### src/rtl/mem_pkg.sv
// Shared definitions for the unified instruction/data memory port arbiter.
// Holds the sequencer state encoding, requester port ids and the word
// geometry used for alignment and range checks.
package mem_pkg;

    typedef enum logic [1:0] {
        IDLE   = 2'd0,
        ACCESS = 2'd1,
        RESP   = 2'd2
    } state_t;

    localparam logic PORT_IF = 1'b0;
    localparam logic PORT_DM = 1'b1;

    localparam int         WORD_BYTES = 4;
    // Low byte-address bits that must be zero for a word-aligned access.
    localparam logic [1:0] ALIGN_MASK = 2'(WORD_BYTES - 1);

endpackage

### src/rtl/mem_port_arbiter_if.sv
// Request/response bundle for one memory requester.
//   req_valid/req_addr/req_we/req_wdata : request, driven by the requester
//   req_ready                           : request accepted this cycle
//   rsp_valid/rsp_rdata/rsp_err         : one-cycle response pulse + data
//
// Handshake: a request transfers on a rising edge where req_valid and
// req_ready are both high. The requester holds req_valid and the request
// fields stable until that edge; req_ready is never high while req_valid is
// low. rsp_valid is a single-cycle pulse with no back-pressure; rsp_rdata
// and rsp_err stay stable until the next response on the same port.
interface mem_port_arbiter_if #(
    parameter int ADDR_W = 32,
    parameter int DATA_W = 32
);
    logic              req_valid;
    logic [ADDR_W-1:0] req_addr;
    logic              req_we;
    logic [DATA_W-1:0] req_wdata;
    logic              req_ready;
    logic              rsp_valid;
    logic [DATA_W-1:0] rsp_rdata;
    logic              rsp_err;

    modport master (
        output req_valid, req_addr, req_we, req_wdata,
        input  req_ready, rsp_valid, rsp_rdata, rsp_err
    );

    modport slave (
        input  req_valid, req_addr, req_we, req_wdata,
        output req_ready, rsp_valid, rsp_rdata, rsp_err
    );
endinterface

### src/rtl/mem_port_arbiter_rr.sv
// Two-input round-robin arbiter.
//   clk, rst_n   : clock, asynchronous active-low reset
//   req_if/req_dm: fetch / data requester valid
//   can_accept   : the sequencer is able to take a request this cycle
//   grant        : port id chosen this cycle (PORT_IF or PORT_DM)
//   accept       : a request is taken this cycle (also updates last_grant)
module rr_arbiter2
    import mem_pkg::*;
(
    input  logic clk,
    input  logic rst_n,
    input  logic req_if,
    input  logic req_dm,
    input  logic can_accept,
    output logic grant,
    output logic accept
);

    logic last_grant;

    // On a conflict the port that did not win last time gets the grant; a
    // lone requester always wins.
    always_comb begin
        grant = PORT_IF;
        if (req_if && req_dm) begin
            grant = ~last_grant;
        end else if (req_dm) begin
            grant = PORT_DM;
        end
        accept = (req_if || req_dm) && can_accept;
    end

    always_ff @(posedge clk or negedge rst_n) begin
        if (!rst_n) begin
            last_grant <= PORT_IF;
        end else if (accept) begin
            last_grant <= grant;
        end
    end

endmodule

### src/rtl/mem_port_arbiter.sv
// Shares one unified byte-addressed memory between instruction fetch
// (read-only) and data access (read/write). Each accepted request runs
// through a one-cycle registered memory phase (ACCESS) followed by a
// one-cycle response (RESP); misaligned or out-of-range requests skip the
// memory phase and respond with an error one cycle after acceptance.
//   clk, rst_n        : clock, asynchronous active-low reset
//   if_port (slave)   : fetch requester bundle (req_we/req_wdata ignored)
//   dm_port (slave)   : data requester bundle
//   mem_adr/mem_wd    : memory address / write data, held outside ACCESS
//   mem_we            : memory write enable, high only in ACCESS of a store
//   mem_rd            : memory read data, combinational from mem_adr
//   dbg_state         : current sequencer state
module mem_port_arbiter
    import mem_pkg::*;
#(
    parameter int ADDR_W    = 32,
    parameter int DATA_W    = 32,
    parameter int MEM_BYTES = 2048
) (
    input  logic              clk,
    input  logic              rst_n,
    mem_port_arbiter_if.slave if_port,
    mem_port_arbiter_if.slave dm_port,
    output logic [ADDR_W-1:0] mem_adr,
    output logic [DATA_W-1:0] mem_wd,
    output logic              mem_we,
    input  logic [DATA_W-1:0] mem_rd,
    output state_t            dbg_state
);

    localparam logic [ADDR_W-1:0] LAST_WORD = ADDR_W'(MEM_BYTES - WORD_BYTES);

    state_t            state, next_state;
    logic              can_accept, grant, accept;
    logic [ADDR_W-1:0] sel_addr;
    logic [DATA_W-1:0] sel_wdata;
    logic              sel_we, acc_we, acc_legal;
    logic              lat_port, lat_we;
    logic [DATA_W-1:0] if_rdata_q, dm_rdata_q;
    logic              if_err_q, dm_err_q;

    assign can_accept = (state == IDLE) || (state == RESP);

    rr_arbiter2 u_arb (
        .clk        (clk),
        .rst_n      (rst_n),
        .req_if     (if_port.req_valid),
        .req_dm     (dm_port.req_valid),
        .can_accept (can_accept),
        .grant      (grant),
        .accept     (accept)
    );

    // Request fields of the granted port; fetches can never write.
    always_comb begin
        sel_addr  = (grant == PORT_DM) ? dm_port.req_addr  : if_port.req_addr;
        sel_wdata = (grant == PORT_DM) ? dm_port.req_wdata : if_port.req_wdata;
        sel_we    = (grant == PORT_DM) ? dm_port.req_we    : if_port.req_we;
        acc_we    = (grant == PORT_DM) && sel_we;
        acc_legal = ((sel_addr[1:0] & ALIGN_MASK) == 2'b00) && (sel_addr <= LAST_WORD);
    end

    always_comb begin
        next_state = state;
        case (state)
            IDLE:    if (accept) next_state = acc_legal ? ACCESS : RESP;
            ACCESS:  next_state = RESP;
            RESP:    next_state = accept ? (acc_legal ? ACCESS : RESP) : IDLE;
            default: next_state = IDLE;
        endcase
    end

    always_ff @(posedge clk or negedge rst_n) begin
        if (!rst_n) begin
            state <= IDLE;
        end else begin
            state <= next_state;
        end
    end

    // mem_adr/mem_wd load only on a legal accept, so they present the access
    // throughout ACCESS and keep their value across error responses.
    always_ff @(posedge clk or negedge rst_n) begin
        if (!rst_n) begin
            lat_port   <= PORT_IF;
            lat_we     <= 1'b0;
            mem_adr    <= '0;
            mem_wd     <= '0;
            if_rdata_q <= '0;
            if_err_q   <= 1'b0;
            dm_rdata_q <= '0;
            dm_err_q   <= 1'b0;
        end else if (accept) begin
            lat_port <= grant;
            lat_we   <= acc_we;
            if (acc_legal) begin
                mem_adr <= sel_addr;
                mem_wd  <= sel_wdata;
            end else if (grant == PORT_DM) begin
                dm_rdata_q <= '0;
                dm_err_q   <= 1'b1;
            end else begin
                if_rdata_q <= '0;
                if_err_q   <= 1'b1;
            end
        end else if (state == ACCESS) begin
            if (lat_port == PORT_DM) begin
                dm_rdata_q <= lat_we ? '0 : mem_rd;
                dm_err_q   <= 1'b0;
            end else begin
                if_rdata_q <= mem_rd;
                if_err_q   <= 1'b0;
            end
        end
    end

    // Decoded from state so an asynchronous reset drops the write at once.
    assign mem_we    = (state == ACCESS) && lat_we;
    assign dbg_state = state;

    assign if_port.req_ready = accept && (grant == PORT_IF);
    assign dm_port.req_ready = accept && (grant == PORT_DM);
    assign if_port.rsp_valid = (state == RESP) && (lat_port == PORT_IF);
    assign dm_port.rsp_valid = (state == RESP) && (lat_port == PORT_DM);
    assign if_port.rsp_rdata = if_rdata_q;
    assign if_port.rsp_err   = if_err_q;
    assign dm_port.rsp_rdata = dm_rdata_q;
    assign dm_port.rsp_err   = dm_err_q;

endmodule

### src/flat_wrapper.sv
// flat-port wrapper written by rule: the top's interface ports become plain ports
module mem_port_arbiter_flat import mem_pkg::*;
#(
    parameter int ADDR_W    = 32,
    parameter int DATA_W    = 32,
    parameter int MEM_BYTES = 2048
)
  (clk, rst_n, mem_adr, mem_wd, mem_we, mem_rd, dbg_state, if_port_req_valid, if_port_req_addr, if_port_req_we, if_port_req_wdata, if_port_req_ready, if_port_rsp_valid, if_port_rsp_rdata, if_port_rsp_err, dm_port_req_valid, dm_port_req_addr, dm_port_req_we, dm_port_req_wdata, dm_port_req_ready, dm_port_rsp_valid, dm_port_rsp_rdata, dm_port_rsp_err);
  mem_port_arbiter_if #(.ADDR_W(ADDR_W), .DATA_W(DATA_W)) if_port_i ();
  mem_port_arbiter_if #(.ADDR_W(ADDR_W), .DATA_W(DATA_W)) dm_port_i ();
  input  logic clk;
  input  logic rst_n;
  output logic [ADDR_W-1:0] mem_adr;
  output logic [DATA_W-1:0] mem_wd;
  output logic mem_we;
  input  logic [DATA_W-1:0] mem_rd;
  output state_t dbg_state;
  input wire logic [$bits(if_port_i.req_valid)-1:0] if_port_req_valid;
  input wire logic [$bits(if_port_i.req_addr)-1:0] if_port_req_addr;
  input wire logic [$bits(if_port_i.req_we)-1:0] if_port_req_we;
  input wire logic [$bits(if_port_i.req_wdata)-1:0] if_port_req_wdata;
  output wire logic [$bits(if_port_i.req_ready)-1:0] if_port_req_ready;
  output wire logic [$bits(if_port_i.rsp_valid)-1:0] if_port_rsp_valid;
  output wire logic [$bits(if_port_i.rsp_rdata)-1:0] if_port_rsp_rdata;
  output wire logic [$bits(if_port_i.rsp_err)-1:0] if_port_rsp_err;
  input wire logic [$bits(dm_port_i.req_valid)-1:0] dm_port_req_valid;
  input wire logic [$bits(dm_port_i.req_addr)-1:0] dm_port_req_addr;
  input wire logic [$bits(dm_port_i.req_we)-1:0] dm_port_req_we;
  input wire logic [$bits(dm_port_i.req_wdata)-1:0] dm_port_req_wdata;
  output wire logic [$bits(dm_port_i.req_ready)-1:0] dm_port_req_ready;
  output wire logic [$bits(dm_port_i.rsp_valid)-1:0] dm_port_rsp_valid;
  output wire logic [$bits(dm_port_i.rsp_rdata)-1:0] dm_port_rsp_rdata;
  output wire logic [$bits(dm_port_i.rsp_err)-1:0] dm_port_rsp_err;
  assign if_port_i.req_valid = if_port_req_valid;
  assign if_port_i.req_addr = if_port_req_addr;
  assign if_port_i.req_we = if_port_req_we;
  assign if_port_i.req_wdata = if_port_req_wdata;
  assign if_port_req_ready = if_port_i.req_ready;
  assign if_port_rsp_valid = if_port_i.rsp_valid;
  assign if_port_rsp_rdata = if_port_i.rsp_rdata;
  assign if_port_rsp_err = if_port_i.rsp_err;
  assign dm_port_i.req_valid = dm_port_req_valid;
  assign dm_port_i.req_addr = dm_port_req_addr;
  assign dm_port_i.req_we = dm_port_req_we;
  assign dm_port_i.req_wdata = dm_port_req_wdata;
  assign dm_port_req_ready = dm_port_i.req_ready;
  assign dm_port_rsp_valid = dm_port_i.rsp_valid;
  assign dm_port_rsp_rdata = dm_port_i.rsp_rdata;
  assign dm_port_rsp_err = dm_port_i.rsp_err;
  mem_port_arbiter #(.ADDR_W(ADDR_W), .DATA_W(DATA_W), .MEM_BYTES(MEM_BYTES)) u_core (.clk(clk), .rst_n(rst_n), .if_port(if_port_i), .dm_port(dm_port_i), .mem_adr(mem_adr), .mem_wd(mem_wd), .mem_we(mem_we), .mem_rd(mem_rd), .dbg_state(dbg_state));
endmodule
### config.mk
export PLATFORM = sky130hd
export DESIGN_NAME = mem_port_arbiter_flat
export DESIGN_NICKNAME = d
export VERILOG_FILES = /design/src/rtl/mem_pkg.sv /design/src/rtl/mem_port_arbiter_if.sv /design/src/rtl/mem_port_arbiter_rr.sv /design/src/rtl/mem_port_arbiter.sv /design/src/flat_wrapper.sv
export SDC_FILE = /design/constraint.sdc
export NUM_CORES = 1
export LEC_CHECK = 0
export CAP_MARGIN = 20
export CORE_AREA = 2 2 123 125
export CTS_CLUSTER_DIAMETER = 120
export DETAILED_ROUTE_END_ITERATION = 10
export DIE_AREA = 0 0 125 127
export PLACE_DENSITY = 0.79
export RECOVER_POWER = 100
export REMOVE_ABC_BUFFERS = 1
export SYNTH_ARGS = -nofsm -noshare
export SYNTH_HDL_FRONTEND = slang
export SYNTH_SLANG_ARGS = --single-unit
### constraint.sdc
create_clock -name clk -period 2.1 [get_ports clk]
set_input_delay 0.21 -clock clk [delete_from_list [all_inputs] [get_ports clk]]
set_output_delay 0.21 -clock clk [all_outputs]
set_load 0.02 [all_outputs]
==> flow_summary_export.csv <==
group,metric,value,unit
timing,final_hold_viol_count,0,
synth,synth.top_cell.area_share,0.605,
cts,cts_made_buffers,17,
detailed_routing,drt_iter0_drc,151,
cells_and_area,antenna_cells,0,
global_routing,grt_max_degree,59,
power,combinationalPowerShare,0.106,
power,power,6.21,mW
power,p_int,4.83,mW
place,dp_slack,-0.0918,ns
cts,clkTransAtPathRegs,0.06,ns
detailed_routing,finalWirelength,16.9,mm
cells_and_area,instances_no_fill,971,
synth,syn-instance-count,463,
detailed_routing,dr.pass1.iters,5,
place,portBuffers,301,
timing,clock_skew,0.00599,ns
worst_setup_path,cp-start-kind,"flip-flop",
floorplan,die_area,15900,um^2
floorplan,rows,44,
synth,synth_warnings,0,
power,switchingPower,1.38,mW
power,pwr-share-seq,0.418,
cts,cts.sinks,134,
synth,yosys.area.top_type,"dfrtp_1",
outcome,status,"complete, no violations",
timing,setup_viol,0,
timing,grt_setup_unrepaired,"false",
detailed_routing,viasPerCell,4.90,
run,max_cap_violations,0,
global_routing,grt_use_total,0.219,
cts,root_buffer,"clkbuf_16",
timing,max_freq,505,MHz
cts,cts_setup_buffers,0,
cells_and_area,drive_gt1_frac,0.0889,
timing,whs,0.422,ns
synth,synthFlopType,"dfrtp_1",
timing,tightest_slew,1.42,ns
power,clockPowerShare,0.477,
timing,layout_min_cycle_time,1.98,ns
timing,period_share,0.942,
worst_setup_path,path_class,"flip-flop to output port",
floorplan,die_w,125,um
global_routing,antenna_found_initial,0,
detailed_routing,vias,4757,
cells_and_area,nets,940,
cells_and_area,area_growth,67.7,%
floorplan,initial_core_util,0.384,
synth,synth_seq_cells,134,
synth,syn-mean-instance-area,12.0,um^2
worst_setup_path,crit_fanout,6,
floorplan,core,14400,um^2
power,vdd_drop_max,0.449,mV
cts,clockBufferDepth,2,
global_routing,grt_pass1_vias,5106,
worst_setup_path,cp.required,1.89,ns
min_path,hp-class,"primary input to flip-flop",
worst_setup_path,cp-end-kind,"output port",
cts,clk_latency,0.41,ns
synth,async_flop_share,1.00,
synth,ys_top_cells_by_area,"dfrtp_1 (61%), a22o_1 (10%), nand2_1 (8.5%), mux2_4 (7.0%), mux2_2 (3.0%)",
global_routing,grt_pass1_wl,27.3,mm
power,p_per_area,668,nW/um^2
cts,h-tree-depth,4,
global_routing,grt-ovfl-total,0,
synth,seq_area_frac_synth,0.605,
floorplan,die_h,127,um
timing,fin_ws,0.122,ns
detailed_routing,drt_drc_violations_left,0,
cts,cts_tree,"yes",
timing,slew_viol_final,0,
place,gp_congestion,0.859,
place,dp_hpwl,12.5,mm
timing,max_slew_margin,0.0513,
detailed_routing,wire_per_inst,17.4,um
worst_setup_path,critPathArrivalTime,1.77,ns
synth,ys_types,32,
power,p_sw_frac,0.223,
place,placed_cells,938,
synth,synth-edff-count,0,
floorplan,io-pin-count,303,
power,leakage,4.84,nW
detailed_routing,ant_nets,0,
timing,tns,0,ns
synth,synth_area,5540,um^2
[logic make-up (layout without fill, tap and decap cells)]
family / Yosys count / after routing / share of synthesized area
AO/OA/AOI/OAI: 74 / 74 / 0.115
AND/OR/NAND/NOR: 181 / 181 / 0.144
buffers and inverters: 31 / 355 / 0.0280
flip-flops: 134 / 134 / 0.605
multiplexers: 43 / 43 / 0.108
[sequential cells by signal, indices dropped and copies added, names as in the netlist]
| signal | flops |
|---|---|
| u_core.lat_we | 1 |
| u_core.lat_port | 1 |
| u_core.if_port.rsp_rdata | 32 |
| u_core.dm_port.rsp_err | 1 |
| u_core.dm_port.rsp_rdata | 32 |
| u_core.dbg_state | 2 |
| u_core.if_port.rsp_err | 1 |
| u_core.mem_adr | 32 |
| u_core.mem_wd | 32 |
[cell usage after synthesis, types with 2 or more instances]
| cell | number |
|---|---|
| buf_6 | 4 |
| nor4_1 | 8 |
| nor3_1 | 2 |
| nand3_1 | 2 |
| a22o_1 | 66 |
| inv_1 | 3 |
| and2_1 | 25 |
| mux2_4 | 26 |
| dfrtp_1 | 134 |
| nand4_1 | 2 |
| clkbuf_1 | 17 |
| buf_2 | 7 |
| nand2_1 | 126 |
| nor2_1 | 9 |
| mux2_2 | 15 |
[placed cells by master, fill, tap and decap left out, types with 3 or more instances in the layout]
| master | count |
|---|---|
| buf_6 | 4 |
| dlygate4sd3_1 | 134 |
| nor2_2 | 3 |
| buf_4 | 12 |
| mux2_1 | 26 |
| and2_1 | 14 |
| bufinv_16 | 3 |
| dfrtp_1 | 134 |
| nor2_1 | 6 |
| clkdlybuf4s50_1 | 165 |
| inv_1 | 3 |
| clkbuf_16 | 17 |
| clkbuf_1 | 6 |
| mux2_2 | 15 |
| nor4_1 | 8 |
| a22o_1 | 66 |
| nand2_1 | 126 |
| and2_0 | 10 |
[worst max-delay path, stage by stage, from the launching register on]
cell and delay (ns):
dfrtp_1 0.38, buf_4 0.16, and3_1 0.17, dlygate4sd3_1 0.65
[path summary, 6_finish.rpt]
| check | start | endpoint | slack [ns] | depth (start not counted) |
|---|---|---|---|---|
| max | u_core.lat_port$_DFFE_PN0P_ | dm_port_rsp_valid | 0.12 | 3 |
| min | dm_port_req_we | u_core.lat_we$_DFFE_PN0P_ | 0.42 | 2 |
| max reg2reg | u_core.lat_port$_DFFE_PN0P_ | u_core.dm_port.rsp_rdata[11]$_DFFE_PN0P_ | 0.18 | 7 |
| min reg2reg | u_core.mem_adr[15]$_DFFE_PN0N_ | u_core.mem_adr[15]$_DFFE_PN0N_ | 0.48 | 1 |
| max in group asynchronous | rst_n | u_core.mem_wd[10]$_DFFE_PN0N_ | 0.38 | 3 |
| min in group asynchronous | rst_n | u_core.mem_adr[8]$_DFFE_PN0N_ | 0.68 | 2 |
[final cells by class]
class,count,area (um^2)
Clock inverter,11,150
Multi-Input combinational cell,298,1930
Timing Repair Buffer,320,3170
Tap cell,184,230
Fill cell,1133,5130
Sequential cell,134,3350
Clock buffer,21,440
Inverter,3,11.3
[repair_timing]
item                       CTS  global route
resized for setup            1             2
setup endpoints to repair    1             2
hold endpoints to repair    56             0
hold buffers                 1             0
[through the flow]
step,utilization,cell area [um^2]
after global routing,0.644,9290
after floorplan,-,5400
after detailed placement,0.615,8860
final,0.644,9290
after global placement,0.615,8860
after CTS,0.656,9460
[routing by layer]
layer / vias to the layer above / GRT usage / part of all wire
met5: - / 0 / 0
met4: 0 / 0.0791 / 0.022
met3: 33 / 0.103 / 0.12
met2: 239 / 0.360 / 0.47
met1: 2269 / 0.252 / 0.39
li1: 2216 / - / -
[power groups by stage]
stage               Combinational, mW  Sequential (mW)  Clock (mW)
floorplan                       0.182             2.64           0
global placement                0.675             2.64           0
detailed placement              0.686             2.64           0
CTS                             0.693             2.59        3.02
global route                    0.716             2.59        3.17
finish                          0.655             2.59        2.96
Note: power is estimated with default switching activity, not from simulation.
